### src/rtl/tl_cntr.sv
// Purpose : two-street traffic light controller, four-state Moore FSM with a
//           programmable yellow dwell (YELLOW_CYCLES clock cycles per yellow).
// Latency : lights change one clk edge after the sensor condition is sampled;
//           reset acts asynchronously and forces A green / B red immediately.
// Ports   : clk, reset (async active-high), Ta/Tb traffic sensors,
//           La/Lb lights (GREEN=00, YELLOW=01, RED=10; 11 never driven).
module tl_cntr #(
    parameter int YELLOW_CYCLES = 1
) (
    input  logic       clk,
    input  logic       reset,
    input  logic       Ta,
    input  logic       Tb,
    output logic [1:0] La,
    output logic [1:0] Lb
);

    typedef enum logic [1:0] {
        S0 = 2'b00,   // A green
        S1 = 2'b01,   // A yellow
        S2 = 2'b10,   // B green
        S3 = 2'b11    // B yellow
    } state_t;

    localparam logic [1:0] GREEN  = 2'b00;
    localparam logic [1:0] YELLOW = 2'b01;
    localparam logic [1:0] RED    = 2'b10;

    // Last count value of a yellow phase; the phase exits on this cycle.
    localparam logic [7:0] YEL_LAST = 8'(YELLOW_CYCLES - 1);

    state_t     state;
    state_t     state_next;
    logic [7:0] cnt;
    logic [7:0] cnt_next;

    // State register
    always_ff @(posedge clk or posedge reset) begin
        if (reset) begin
            state <= S0;
            cnt   <= '0;
        end else begin
            state <= state_next;
            cnt   <= cnt_next;
        end
    end

    // Next-state logic. The dwell counter is cleared whenever the FSM is not
    // staying inside a yellow phase, so it always starts at 0 on entry.
    always_comb begin
        state_next = S0;
        cnt_next   = '0;
        case (state)
            S0: state_next = Ta ? S0 : S1;
            S1: begin
                if (cnt == YEL_LAST) begin
                    state_next = S2;
                end else begin
                    state_next = S1;
                    cnt_next   = cnt + 8'd1;
                end
            end
            S2: state_next = Tb ? S2 : S3;
            S3: begin
                if (cnt == YEL_LAST) begin
                    state_next = S0;
                end else begin
                    state_next = S3;
                    cnt_next   = cnt + 8'd1;
                end
            end
            default: state_next = S0;
        endcase
    end

    // Output decode from registered state only, so lights never glitch and
    // at most one street is ever non-red.
    always_comb begin
        La = RED;
        Lb = RED;
        case (state)
            S0: La = GREEN;
            S1: La = YELLOW;
            S2: Lb = GREEN;
            S3: Lb = YELLOW;
            default: begin
                La = RED;
                Lb = RED;
            end
        endcase
    end

endmodule

### config.mk
export PLATFORM = sky130hd
export DESIGN_NAME = tl_cntr
export DESIGN_NICKNAME = d
export VERILOG_FILES = /design/src/rtl/tl_cntr.sv
export SDC_FILE = /design/constraint.sdc
export NUM_CORES = 1
export LEC_CHECK = 0
export ABC_AREA = 1
export BUFFER_PORTS_ARGS = -buffer_cell sky130_fd_sc_hd__buf_2
export CORE_AREA = 2 2 39 41
export CTS_BUF_LIST = sky130_fd_sc_hd__clkbuf_16
export CTS_CLUSTER_SIZE = 12
export DETAILED_ROUTE_END_ITERATION = 8
export DIE_AREA = 0 0 41 43
export SYNTH_ARGS = -nofsm -noshare
export SYNTH_HDL_FRONTEND = slang
export SYNTH_SLANG_ARGS = --single-unit
export TNS_END_PERCENT = 30
### constraint.sdc
create_clock -name clk -period 2.4 [get_ports clk]
set_clock_uncertainty 0.05 [all_clocks]
set_input_delay 0.36 -clock clk [delete_from_list [all_inputs] [get_ports clk]]
set_output_delay 0.36 -clock clk [all_outputs]
set_load 0.01 [all_outputs]
## Word-level counts from Yosys, hierarchy flattened

Cells that the tools add are included.
W data, S select, Z words.

| storage, ports and cells | value |
|---|---|
| output and inout bits | 4 |
| input bits | 4 |
| bits in registers | 10 |

| operators by class | value |
|---|---|
| reduce and logical (&&, ||, !) cells | 3 |
| equality and inequality tests | 3 |
| muxes and demuxes | 9 |
| add/sub/neg operators | 1 |

Operators with widths:

| operator | number |
|---|---|
| $mux W8 | 2 |
| $add A8 B1 Y8 const B | 1 |
| $logic_not A8 Y1 | 1 |
| $pmux W2 S2 | 2 |
| $pmux W2 S4 | 1 |
| $eq A2 B2 Y1 const B | 2 |
| $mux W2 | 2 |
| $eq A2 B1 Y1 const B | 1 |
| $logic_not A2 Y1 | 1 |
| $mux W1 | 2 |
| $reduce_or A2 Y1 | 1 |

## Depth between registers and ports, before layout

Gate-level depths: netlist of run 1.

| depth | value |
|---|---|
| word-level depth | 3 |
| gate-level depth with buffers | 7 |
| gate-level depth less buffers | 7 |

## Worst setup path before layout of run 1

OpenSTA, ideal clock, no wires.

| timing | value |
|---|---|
| path type | register to register |
| start point | register cnt[0] |
| end point | register state[0] |
| setup time | 122 ps |
| setup slack | 1226 ps |
| data required time | 2228 ps |
| arrival time | 1002 ps |
| cell stages (with the launch flop) | 8 |
| path buffers | 0 |
| path through | dfrtp_1 -> inv_1 -> ha_1 -> nand2_1 -> nor2_1 -> nand2_1 -> nand2_1 -> nand2_1 |

| on the way | value |
|---|---|
| longest elaborated chain between the ends | 3 |

RTL lines:

| element | RTL line | source |
|---|---|---|
| start: declaration | 34 | `logic [7:0] cnt;` |
| start signal: assignment | 44 | `cnt <= cnt_next;` |
| $logic_not A8 Y1 * | 56, 65 |  |
| $mux W2 (on tied branches) | 65, 56 |  |
| $pmux W2 S4 * | 53 | `case (state)` |
| named net state_next[0] | 33 | `state_t state_next;` |
| end signal: assignment | 43 | `state <= state_next;` |
| end: declaration | 32 | `state_t state;` |

Mark *: on every way through the listed nets, which the timed path passes. The rest lies on a longest branch.

## Worst setup path in the final report of run 1

| timing | value |
|---|---|
| start point | register state[0] |
| end point | output port La[0] |

| on the way | value |
|---|---|
| longest elaborated chain between the ends | 2 |

RTL lines:

| element | RTL line | source |
|---|---|---|
| $eq A2 B1 Y1 / $logic_not A2 Y1 (equally long branches) | 81 | `case (state)` |
| $pmux W2 S2 * | 81 |  |
| end: declaration | 14 | `output logic [1:0] La,` |

Every way passes the cells marked *; elsewhere a longest branch is shown, timed or not.

==> impl_results.md, run 1 <==
* Die H at ~43 um
* Via count at ~470
* Reg clk slew, reported paths at about 40 ps
* Fin. Hold Viols at 0
* Drt wl/cell at just under 10 um
* Standard-cell rows at 14
* CP endpoint kind: output port
* Syn Inst Count at 76
* Relative slew slack at 75.1%
* Vias per Instance at 4.61
* WHS at just under 40 ps
* Yosys reg bits at 10
* WP buf/inv at 2
* CP Cell Sequence: inv_1 -> nor2_1 -> buf_2
* CTS tree: yes
* DRC at 0
* Setup-failing EPs final at 0
* Max-cap violations at 0
* Final wirelength at roughly 1000 um
* Top Ports at 8
* Most common cell after layout, fill and taps aside: nand2_1
* Sequential power share at between 30% and 40%
* Fmax at a little under 0.7 GHz
* HPWL after DPL at between 700 and 800 um
* Clk buf depth at 2
* Critical path arrival at roughly 1000 ps
* Post-route ant nets at 0
* P_sw at between 150 and 200 uW
* Antenna diode count at 0
* Antenna violations before repair at 0
* Net Sw Frac at 26.4%
* Setup TNS at 0 ps
* Warning count from the yosys run at 0
* Root Driver: clkbuf_16
* Fin cells at ~100
* Crit path max fanout at 8
* Slowest library cell on the worst path: dfrtp_1
* Sink Count at 10
* Drt pass-1 iters at 4
* Total CTS buffers at 3
* Area grow syn2layout at 23.2%
* Total gr overflow at 0
* RSZ-0062 raised after global routing: no
* Postcts setup bufs at 0
* Worst-skew pair later-pin latency at ~240 ps
* Critical R2R Launch: cnt[0]
* Util after Layout at 48.5%
* Core Box Area at 1380 um^2
* Min-delay worst type: input port to async pin
* CP required at ~2000 ps
* Synthesized cell area at 544 um^2
* CP startpoint kind: register
* H-Tree Level Count at 1
* Pwr Density at roughly 900 nW/um^2
* Leakage at ~0.35 nW
* Final net count at 93
* Sequential-to-total area share from yosys stat at a little under half
* Maximum vdd drop at about 0.0006 V
* Status: finished clean
* Filler Cells Inserted at 133
* Worst slack, placed at around 1000 ps
* Placed cells at 98
* Die area at between 1500 and 2000 um^2
* GP Congestion at roughly 0.80
* First-pass GRT wire length at 1850 um
* Crit Path Class: register to output port
* Worst-margin pin slew at 374 ps
* P_int at about 440 uW
* Logic pwr share at ~18%
* Count of different cell masters after synthesis at 11
* Ratio of final minimum period to clock period at 60.3%
* Most frequent cells in the layout: nand2_1 (24), nor2_1 (14), inv_1 (13)
* GR Util All Layers at approximately 16%
* Largest net degree at the start of global routing at 11
* Min cycle time layout at 1450 ps
* Vias in the first global route at approximately 460
* Cts hold-fix bufs at 0
* Clock share of power at a little under half
* Initial core utilization at between 30 and 40%
* Avg Inst Size Synth at about 7.2 um^2
* Worst path top cell family by delay: flip-flops
* Syn nets at a little over 80
* CP Launch Point: state[0]
* Crit path largest cell delay at between 300 and 400 ps
* DRT iter0 DRCs at 9
* CTS resizes at 0
* Max Slew Vio Count at 0
* Number of port buffers at 7
* Die X at 41 um
* Layout cells sized above 1 at 14.1%
* Final Worst Setup Slack at 954 ps
## per-layer routing
metal  global-route usage (%)  wire length (um)
met5                        0                 0
met1                     20.1               441
met3                     4.71                58
met4                     10.0                25
met2                     23.1               477
## worst register-to-register path, delay by kind of cell, from the launching register on
kind / cells / cell delay (ps)
buffers and inverters: 1 / 110
and+or+nand+nor: 5 / 480
adders and majority gates: 1 / 170
DFF: 1 / 410
## state kept, by name, summed over array words and instances, names as in the netlist
signal and cells:
cnt 8, state 2
## synthesized netlist by cell type
cell | count | area (um^2)
nand2_2 | 1 | 6.26
ha_1 | 2 | 25.0
nand2_1 | 24 | 90.1
nor2_1 | 14 | 52.6
inv_1 | 13 | 48.8
dfrtp_1 | 10 | 250
nor2_2 | 1 | 6.26
nand3_1 | 7 | 35.0
xor2_1 | 2 | 17.5
xnor2_1 | 1 | 8.76
clkbuf_1 | 1 | 3.75
## worst paths after layout
| kind | endpoint | slack [ps] | cells past startpoint |
|---|---|---|---|
| setup / recovery | La[0] | 950 | 3 |
| hold / removal | cnt[0] | 40 | 2 |
| setup reg to reg | state[0] | 1050 | 7 |
| hold reg to reg | cnt[0] | 460 | 1 |
| max in group asynchronous | state[1] | 1990 | 2 |
| min in group clk | state[0] | 330 | 4 |
## kinds of logic (layout without fill, tap and decap cells)
logic type	after synthesis	after routing	synth area share (%)
xor+xnor	3	3	4.83
fa+ha+maj	2	2	4.60
buf+inv	14	23	9.66
flops	10	10	46.0
simple gates	47	47	34.9
## through the flow
stage               cell area, um^2  total power, mW
finish                          671            0.604
global route                    671            0.639
CTS                             671            0.610
detailed placement              596            0.319
global placement                596            0.318
floorplan                       544            0.281
## power by group through the flow
stage	combinational [mW]	sequential, mW	clock (mW)
floorplan	0.0783	0.203	0
finish	0.111	0.204	0.289
global route	0.129	0.209	0.301
CTS	0.113	0.204	0.293
detailed placement	0.113	0.206	0
global placement	0.112	0.206	0
## layout make-up
| class | instances | area, um^2 | share of cell area [%] |
|---|---|---|---|
| clock buffer | 3 | 75.1 | 11.2 |
| inverter | 13 | 48.8 | 7.28 |
| multi-input combinational | 52 | 241 | 36.0 |
| tap | 16 | 20.0 | 2.99 |
| timing repair buffer | 7 | 35.0 | 5.22 |
| sequential | 10 | 250 | 37.3 |
Note: power is estimated with default switching activity, not from simulation.
==> run 2: changes to the inputs <==
ABC_AREA = 0   (was 1)
clock period = 1.41 ns   (was 2.4 ns; I/O delays follow)
==> run 2 against run 1 <==
  * The flow now finishes with violations (setup timing)
  * Setup slack worse by 1200 ps
  * Sequential share of layout area down 5.2 points
  * Worst hold slack better by 180 ps
  * First-iteration DRC count down 67%
  * Core utilization up 7.8 points
  * Critical path depth up 3
  * Routed wire length up 8.2%
  * Critical path type is now register to register
  * Combinational power up 59%
  * Sequential cell count unchanged
  * Cell area up 16%
==> impl_results.md, run 2 <==
* Filler Cells Inserted at between 100 and 150
* Synthesized cell area at roughly 530 um^2
* H-Tree Level Count at 1
* Drt wl/cell at ~12 um
* Post-synth EDFFs at 0
* CP required at between 1000 and 1500 ps
* Failing checks: setup timing
* Top Ports at 8
* Crit path largest cell delay at 470 ps
* RSZ-0062 raised after global routing: yes
* Relative slew slack at around 74%
* CP endpoint kind: register
* DRC at 0
* Status: complete, but fails checks
* Final Worst Setup Slack at -285 ps
* Final wirelength at about 1100 um
* Worst-skew pair later-pin latency at about 240 ps
* Most frequent cells in the layout: dfrtp_1 (10), buf_4 (10), buf_2 (7)
* Post-route ant nets at 0
* Yosys top cell area share at about 47%
* Largest Register: cnt
* M2 GR Usage at a little over a fifth
* Reg clk slew, reported paths at approximately 40 ps
* Maximum vdd drop at a little over 0.0007 V
* Largest net degree at the start of global routing at 11
* Standard-cell rows at 14
* Max reg flops at 8
* Min cycle time layout at roughly 1700 ps
* Root Driver: clkbuf_16
* GP Congestion at 0.692
* Sequential-to-total area share from yosys stat at a little under half
* Busiest grt layer: met1
* Syn nets at 58
* Fmax at 0.590 GHz
* Total CTS buffers at 3
* Setup-failing EPs final at 9
* Register area at around 250 um^2
* Max Slew Vio Count at 0
* Fin cells at 88
* Antenna diode count at 0
* Total gr overflow at 0
* Crit path max fanout at 4
* Post-synth top area cell: dfrtp_1
* Final net count at just under 80
* Die area at around 1800 um^2
* Multi-input gate area at 287 um^2
* DRT iter0 DRCs at 3
* Area grow syn2layout at 45.7%
* Biggest regs: cnt: 8 flops, state: 2 flops
* Pwr Density at approximately 1300 nW/um^2
* Warning count from the yosys run at 0
* Vias in the first global route at between 300 and 400
* Fin. Hold Viols at 0
* Crit Path Class: register to register
* Die H at around 43 um
* Sink Count at 10
* Drt pass-1 iters at 2
* HPWL after DPL at approximately 720 um
* M3 GR Usage at under 10%
* First-pass GRT wire length at ~1800 um
* CP startpoint kind: register
* Most instantiated library cell after synthesis: dfrtp_1
* CTS tree: yes
* Number of port buffers at 7
* Main synth FF type: dfrtp_1
* Min-delay worst type: input port to register
* Leakage at 0.346 nW
* Layout cells sized above 1 at between 40% and 50%
* Count of different cell masters after synthesis at 21
* GR Util met1 at a little over a fifth
* Worst-margin pin slew at 392 ps
* Largest cells by area after synthesis: dfrtp_1 (47%), o41ai_4 (5.2%), xnor2_1 (4.9%)
* Ratio of final minimum period to clock period at 120%
* Antenna violations before repair at 0
* Placed cells at 81
* Syn Inst Count at 52
* Clk buf depth at 2
* Initial core utilization at between 30% and 40%
* GR Util All Layers at 15.8%
* WHS at roughly 220 ps
* Post-synth top cells: dfrtp_1 (10), inv_1 (6), nor2_1 (5)
* Final Power at 1.04 mW
* Core Box Area at 1380 um^2
* Yosys reg bits at 10
* Slowest library cell on the worst path: or4b_4
* Via count at roughly 430
* Max-cap violations at 0
* Critical path arrival at roughly 1800 ps
* Synth async-reset ratio at 100%
* Vias per Instance at slightly below 5
* CP Cell Sequence: inv_2 -> ha_4 -> or4b_4 -> o41ai_4 -> buf_4 -> o21ai_2
* Die X at 41 um
* Avg Inst Size Synth at 10.3 um^2
==> run 2: cell count changes in the layout (fill, tap and decap cells not counted), moves of 3 or more <==
cell     change
nand3_1      -4
inv_1        -9
buf_4       +10
or3_1        +3
nand2_1     -23
nor2_1      -10
o21ai_0      +3
==> run 2: critical path, delay by kind of cell (launching register included) <==
kind            cells  cell delay [ps]
simple gates        1              470
fa+ha+maj           1              120
buf+inv             2              270
flops               1              380
compound gates      2              290
==> run 2: cell families after synthesis <==
group                      count (synthesis)  synth area share [%]
and+or+nand+nor                           19                  21.1
buffers and inverters                      8                  6.32
adders and majority gates                  2                  4.68
muxes                                      1                  2.11
AOI/OAI and AO/OA                          8                  12.4
xor gates and xnor gates                   4                  6.56
DFF                                       10                  46.8
==> run 2: routing by layer <==
layer  up-vias  part of all wire, %
li1        216                    -
met1       202                   45
met5         -                    0
met3         4                  3.5
met2         7                   49
met4         0                  2.7
==> run 2: where the power goes <==
group	switching, mW	total [mW]	internal (mW)
Sequential	0.0407	0.356	0.316
Combinational	0.0791	0.176	0.0974
Clock	0.137	0.509	0.372
Total	0.257	1.04	0.785
==> run 2: final cells by class <==
cell class                      count  share of cell area, %
Multi-Input combinational cell     34                   36.8
Tap cell                           16                   2.57
Clock inverter                      1                  0.482
Inverter                            6                   2.89
Sequential cell                    10                   32.2
Timing Repair Buffer               18                   15.4
Clock buffer                        3                   9.65
==> run 2: final timing paths <==
check | depth (start not counted) | end | startpoint | slack, ps
worst min-delay path | 3 | state[0] | Ta | 220
worst min register to register | 1 | state[0] | state[0] | 530
max in group asynchronous | 3 | cnt[2] | reset | 590
worst max-delay path | 6 | state[0] | cnt[1] | -290
min in group asynchronous | 3 | cnt[7] | reset | 440
worst max register to register | 6 | state[0] | cnt[1] | -290
==> run 2: repair_timing <==
item                                    CTS  global route
buffers inserted                          1             1
hold endpoints to repair                 10             0
resized for setup                         0             9
endpoints found under the setup margin    9            10
hold buffers                              1             0
pin swaps                                 1             0
==> run 2: stage by stage <==
step / TNS (ps) / util [%] / area, um^2 / setup slack (ps)
floorplan: -2410 / - / 534 / -290
global placement: -2100 / 46.1 / 638 / -253
detailed placement: -2370 / 46.1 / 638 / -278
CTS: -2620 / 53.1 / 734 / -307
global route: -2900 / 56.2 / 778 / -345
finish: -2380 / 56.2 / 778 / -285
==> run 3: changes to the inputs <==
REMOVE_ABC_BUFFERS = 1   (was unset)
SKIP_CTS_REPAIR_TIMING = 1   (was unset)
clock period = 1.75 ns   (was 1.41 ns; I/O delays follow)
==> run 3 against run 2 <==
  * The flow now finishes without violations
  * Clock power is 21% lower
  * Combinational power is 18% lower
  * Register-to-register slack better by 370 ps
  * Routed wire length is 7.6% lower
  * Die area stayed put
  * Cell area is 10% lower
  * Maximum frequency is 2.0% higher
  * Final cell count is 6.8% lower
  * Setup slack better by 370 ps
  * Global-route usage is 0.36 points lower
==> impl_results.md, run 3 (synthesis gave the netlist of run 2 again) <==
* Status: finished clean
* Maximum vdd drop at between 0.0008 and 0.0009 V
* Die H at roughly 43 um
* Worst R2R Path Depth at 6
* Antenna diode count at 0
* Setup-failing EPs final at 0
* Fmax at 0.602 GHz
* Root Driver: clkbuf_16
* Drt pass-1 iters at 4
* Critical path arrival at approximately 1700 ps
* Antenna violations before repair at 0
* DRC at 0
* First-pass GRT wire length at between 1500 and 2000 um
* CP Depth at 6
* Vias in the first global route at ~400
* Crit path max fanout at 4
* Worst path top cell family by delay: simple AND/OR/NAND/NOR gates
* CP Cell Sequence: inv_1 -> ha_1 -> or4b_4 -> o41ai_4 -> buf_4 -> a21oi_1
* Clk buf depth at 2
* Vias per Instance at 4.93
* Standard-cell rows at 14
* Leakage at between 0.3 and 0.4 nW
* Max Slew Vio Count at 0
* Min-delay worst type: input port to register
* Total gr overflow at 0
* Core Box Area at ~1400 um^2
* Hold depth at 3
* Ratio of final minimum period to clock period at between 90% and 100%
* Top Ports at 8
* CP required at roughly 1800 ps
* CTS tree: yes
* Biggest regs: cnt: 8 flops, state: 2 flops
* Total CTS buffers at 3
* CP startpoint kind: register
* Fin. Hold Viols at 0
* Post-route ant nets at 0
* Fin cells at roughly 80
* Via count at between 400 and 500
* WP buf/inv at 2
* GP Congestion at between 0.7 and 0.8
* Worst-skew pair later-pin latency at between 200 and 250 ps
* Worst-margin pin slew at between 300 and 400 ps
* Relative slew slack at roughly 75%
* HPWL after DPL at around 730 um
* Initial core utilization at about 39%
* Reg clk slew, reported paths at ~40 ps
* Number of port buffers at 7
* Util after Layout at between 50% and 60%
* RSZ-0062 raised after global routing: yes
* Largest Register: cnt
* Pwr Density at between 1000 and 1500 nW/um^2
* CP endpoint kind: register
* Max-cap violations at 0
* Crit Path Class: register to register
* H-Tree Level Count at 1
* Layout cells sized above 1 at a little under a third
* Slowest library cell on the worst path: or4b_4
* Largest net degree at the start of global routing at 11
* Die X at 41 um
* Max reg flops at 8
* Most frequent cells in the layout: dfrtp_1 (10), buf_2 (7), inv_1 (6)
* Placed cells at between 70 and 80
* Min cycle time layout at 1660 ps
* Drt wl/cell at about 12 um
* Crit path largest cell delay at 470 ps
* Area grow syn2layout at 31.1%
* Final wirelength at 1000 um
* DRT iter0 DRCs at 12
* Die area at approximately 1800 um^2
* Most common cell after layout, fill and taps aside: dfrtp_1
* Sink Count at 10
* GR Util All Layers at ~15%
* Final net count at 74
## run 3: cell count changes in the layout (fill, tap and decap cells not counted)
| cell | before | now |
|---|---|---|
| a21oi_2 | 1 | 0 |
| inv_2 | 2 | 0 |
| ha_1 | 0 | 2 |
| clkinv_1 | 1 | 0 |
| inv_1 | 4 | 6 |
| ha_4 | 2 | 0 |
| nor2_1 | 4 | 5 |
| nand3_1 | 3 | 4 |
| buf_4 | 10 | 5 |
| nand3_2 | 1 | 0 |
| nor2_2 | 1 | 0 |
| a21oi_1 | 2 | 3 |
## run 3: final timing paths
path                             start        to  slack (ps)
worst max-delay path            cnt[0]    cnt[7]          90
worst min register to register  cnt[0]    cnt[0]         500
worst max register to register  cnt[0]    cnt[7]          90
max in group asynchronous        reset  state[1]         890
worst min-delay path                Ta  state[0]         270
min in group asynchronous        reset    cnt[3]         490
## run 3: power by group
group | total (mW) | internal, mW | switching [mW]
clock | 0.400 | 0.296 | 0.104
combinational | 0.145 | 0.0785 | 0.0666
sequential | 0.286 | 0.255 | 0.0319
## run 3: cell type report
type	count	area [um^2]
repair buffers	13	82.6
fillers	124	683
flip-flops and latches	10	250
clock buffers	3	75.1
multi-input cells	34	250
well taps	16	20.0
inverters	6	22.5
## run 3: per-layer routing
layer / up-vias / routed length (um) / share of wire [%] / global-route usage (%)
met5: - / 0 / 0 / 0
met4: 0 / 29 / 2.9 / 12.0
met3: 4 / 40 / 4.0 / 6.28
met2: 10 / 477 / 48 / 20.9
met1: 187 / 455 / 45 / 18.5
li1: 203 / - / - / -
## run 3: stage by stage
step	instance area (um^2)	power, mW	hold slack [ps]	TNS, ps	setup WS [ps]
after floorplan	523	0.380	52.7	0	49.9
after global placement	616	0.432	210	0	115
after detailed placement	616	0.438	211	0	94.6
after CTS	691	0.847	-42.5	0	80.5
after global routing	701	0.874	273	-1.30	-1.30
final	701	0.832	271	0	88.5
## run 3: worst register-to-register path, delay by kind of cell (launching register included)
family / cells / cell delay, ps
DFF: 1 / 370
buffers and inverters: 2 / 250
AOI/OAI and AO/OA: 2 / 280
and+or+nand+nor: 1 / 470
adders and majority gates: 1 / 130
